--- config.mk ---
export PLATFORM = sky130hd
export DESIGN_NAME = mem_arbiter
export DESIGN_NICKNAME = d
export VERILOG_FILES = /design/src/rtl/mem_arbiter.sv
export SDC_FILE = /design/constraint.sdc
export NUM_CORES = 1
export LEC_CHECK = 0
export ABC_AREA = 1
export CORE_ASPECT_RATIO = 0.9
export CORE_MARGIN = 1
export CORE_UTILIZATION = 35
export DETAILED_ROUTE_END_ITERATION = 6
export PLACE_DENSITY = 0.9
export SLEW_MARGIN = 30
export SYNTH_ARGS = -nofsm -noshare
export SYNTH_HDL_FRONTEND = slang
export SYNTH_SLANG_ARGS = --single-unit
export TNS_END_PERCENT = 10
--- constraint.sdc ---
create_clock -name clk -period 2.7 [get_ports clk]
set_input_delay 0.81 -clock clk [delete_from_list [all_inputs] [get_ports clk]]
set_output_delay 0.81 -clock clk [all_outputs]
set_load 0.005 [all_outputs]
--- src/rtl/mem_arbiter.sv ---
// mem_arbiter: shares one SRAM between instruction fetch and MEM-stage data access; data wins.
// Define MEM_WR_HOLD_EN to add a WR_HOLD cycle after the write strobe.
module mem_arbiter (
    input  logic        clk,
    input  logic        rst,
    input  logic [15:0] if_addr,
    output logic [15:0] if_inst,
    input  logic        mem_req,
    input  logic        mem_we,
    input  logic [15:0] mem_addr,
    input  logic [15:0] mem_wdata,
    output logic [15:0] mem_rdata,
    output logic        mem_done,
    output logic        stall_req,
    output logic [15:0] ram_addr,
    output logic [15:0] ram_dout,
    output logic        ram_dout_en,
    input  logic [15:0] ram_din,
    output logic        ram_oe_n,
    output logic        ram_we_n
);
    typedef enum logic [2:0] {
        FETCH, D_RD, WR_SETUP, WR_PULSE
`ifdef MEM_WR_HOLD_EN
        , WR_HOLD
`endif
    } state_t;
    state_t      state_q, state_d;
    logic        served_q;
    logic [15:0] if_inst_q, mem_rdata_q;
    assign if_inst   = if_inst_q;
    assign mem_rdata = mem_rdata_q;
    assign ram_dout  = mem_wdata;
    assign stall_req = !rst && (state_q != FETCH || (mem_req && !served_q));
    always_comb begin
        state_d     = state_q;
        ram_addr    = mem_addr;
        ram_oe_n    = 1'b1;
        ram_we_n    = 1'b1;
        ram_dout_en = 1'b0;
        mem_done    = 1'b0;
        case (state_q)
            FETCH: begin
                ram_addr = if_addr;
                ram_oe_n = 1'b0;
                if (mem_req && !served_q) state_d = mem_we ? WR_SETUP : D_RD;
            end
            D_RD: begin
                ram_oe_n = 1'b0;
                mem_done = 1'b1;
                state_d  = FETCH;
            end
            WR_SETUP: begin
                ram_dout_en = 1'b1;
                state_d     = WR_PULSE;
            end
            WR_PULSE: begin
                ram_dout_en = 1'b1;
                ram_we_n    = 1'b0;
`ifdef MEM_WR_HOLD_EN
                state_d     = WR_HOLD;
`else
                mem_done    = 1'b1;
                state_d     = FETCH;
`endif
            end
`ifdef MEM_WR_HOLD_EN
            WR_HOLD: begin
                ram_dout_en = 1'b1;
                mem_done    = 1'b1;
                state_d     = FETCH;
            end
`endif
            default: state_d = FETCH;
        endcase
        // reset forces the bus quiet immediately, even mid-strobe
        if (rst) begin
            ram_oe_n    = 1'b1;
            ram_we_n    = 1'b1;
            ram_dout_en = 1'b0;
            mem_done    = 1'b0;
        end
    end
    always_ff @(posedge clk) begin
        if (rst) begin
            state_q     <= FETCH;
            served_q    <= 1'b0;
            if_inst_q   <= 16'h0000;
            mem_rdata_q <= 16'h0000;
        end else begin
            state_q  <= state_d;
            served_q <= mem_done;
            if (state_q == FETCH) if_inst_q <= ram_din;
            if (state_q == D_RD) mem_rdata_q <= ram_din;
        end
    end
endmodule

==> metrics.cfg <==
[clock_network]
numCtsBuffers = 5
clock_sinks = 35
clkLatencyLatePin_ns = 0.29
clock_path_buffers = 2
cts_max_level = 2
cts_tree = done
cts_setup_buffers = 0
clock_tree.root_cell = clkbuf_8
path_clk_slew_ns = 0.06

[setup_path]
crit_arrival_ns = 1.83
startpoint_type = primary input
critPathRequiredTime_ns = 1.89
crit_fanout = 3
critical_path_class = in -> out
endpoint_kind = output port

[floorplan]
dieWidth_um = 77.7
die_area_um2 = 5440
fp.dieH_um = 70.1
core_um2 = 4890
io_pins = 137
start_util_pct = 36.8
rows = 24

[logic_synthesis]
syn_nets = 347
yosys.area.top_type = dfxtp_1
ys_warn_count = 0
netlist_area_um2 = 1800
synth-edff-count = 0
synth_seq_area_share_pct = 38.9
synth_top_cell_area_share_pct = 38.9
synthCells = 279
yosys-top-cells-area = dfxtp_1 (39%), nand2_1 (18%), nor2_1 (14%), buf_4 (9.2%), nand3_1 (4.4%)
synth-main-ff-cell = dfxtp_1
synth_most_common_cell = nand2_1
avgSynthCellArea_um2 = 6.46
synthArstFlopShare_pct = 0
ys_ff_latch = 35
synth_cell_type_count = 16
synth_common_cells = nand2_1 (87), nor2_1 (68), dfxtp_1 (35), buf_4 (22), inv_1 (18)

[outcome]
status = completed

[drt]
drt_iter0_markers = 134
num_vias = 1904
vias_per_cell = 4.43
wirelength_mm = 5.24
drtAntennaViolNets = 0
wl_per_cell_um = 12.2
drc_errors = 0
drt_first_pass_iters = 4

[cells_and_area]
final_area_um2 = 2810
fin_util_pct = 57.5
syn2layout_area_growth_pct = 56.1
final.fill_count = 468
drive_gt1_share_pct = 5.75
num_antenna_cells = 0
regArea_um2 = 702
fin_nets = 433
multi_input_area_um2 = 787

[timing]
layout_setup_ws_ns = 0.0587
post-route-period-util_pct = 97.8
fmax_mhz = 379
drv_slew = 0
fin_tns_setup_ns = 0
max_slew_margin_pct = 73.0
finClkSkew_ns = 0.00766
setup_viol = 0
tightestPinTransition_ns = 0.405
finalHoldViolations = 0
rsz0062_at_grt = true
period_minus_slack_ns = 2.64

[grt]
grt_pass1_vias = 1802
grt_util_all_layers_pct = 20.2
grt_overflow = 0
grt_max_degree = 33
antenna_found_initial = 0
grt_first_pass_wirelength_mm = 8.53

[power]
ir_drop_v = 0.000291
leakage_nw = 1.39
p_total_mw = 1.43
power.density_nw_per_um2 = 510

[placement]
place_ws_ns = -0.162
placed_area_um2 = 2740
gp_congestion = 0.838
port_buffers = 104
place_hpwl_mm = 3.90

[min_path]
min_path_type = reg -> reg

[flow_run]
max_cap_viol_count = 0

[kinds of logic (layout without fill, tap and decap cells)]
logic type,Yosys count,in the layout,synth area share (%)
AND/OR/NAND/NOR,174,174,38.8
buffers and inverters,53,139,17.6
AO/OA/AOI/OAI,17,17,4.72
flip-flops,35,35,38.9
[final timing paths]
check / from / end / slack, ns / cells after the start
max: rst / ram_we_n / 0.06 / 5
min: if_inst[7] / if_inst[7] / 0.48 / 2
max reg2reg: state_q[1] / if_inst[10] / 1.18 / 5
min reg2reg: if_inst[7] / if_inst[7] / 0.48 / 2
[critical path, stage by stage]
cell	delay [ns]
dlygate4sd2_1	0.25
buf_4	0.14
nor2_1	0.12
nand2_1	0.06
clkdlybuf4s50_1	0.44
[cell type report]
type                            instances  area share, %
Multi-Input combinational cell        191           28.0
Timing Repair Buffer                  111           38.3
Clock inverter                          1          0.178
Tap cell                               65           2.89
Clock buffer                            6           2.93
Inverter                               21           2.80
Sequential cell                        35           24.9
[metal layers]
metal	vias to the layer above	GRT usage (%)	wire length (um)
met5	-	0	0
met4	0	10.3	112
met3	11	4.71	295
met2	58	32.7	2460
met1	842	24.9	2370
li1	993	-	-
[flip-flops by register name, summed over array words and instances, names as in the netlist]
register,flops
if_inst,16
state_q,2
mem_rdata,16
served_q,1
[cells in the final DEF, fill, tap and decap left out]
cell type        Yosys  layout
buf_4               22       7
clkbuf_8             0       6
clkdlybuf4s50_1      0      85
clkinv_1             1       1
clkinv_2             0       1
dfxtp_1             35      34
dfxtp_2              0       1
dlygate4sd2_1        0      17
dlymetal6s2s_1       0       2
inv_1               18      18
inv_2                2       2
nand2_1             87      86
nand2_2              0       1
nand3_1             16      16
nor2_1              68      68
nor2_2               1       1
nor2_4               1       1
nor2_8               1       1
o21ai_0             10      10
o21ai_1              7       7
[through the flow]
| stage | cells | hold WS [ns] |
|---|---|---|
| global placement | 423 | 0.462 |
| detailed placement | 423 | 0.475 |
| floorplan | 279 | 0.477 |
| CTS | 430 | 0.486 |
| global route | 430 | 0.512 |
| finish | 430 | 0.483 |
[power breakdown]
group          switching [mW]  internal (mW)  total (mW)
clock                   0.181          0.200       0.381
combinational           0.199          0.253       0.452
sequential             0.0337          0.568       0.602
total                   0.414           1.02        1.43
[timing repair]
| item | CTS | global route |
|---|---|---|
| endpoints found under the setup margin | 21 | 3 |
| resized for setup | 17 | 4 |
| pin swaps | 1 | 0 |
| hold buffers | 0 | 0 |
(Power assumes the default switching activity.)
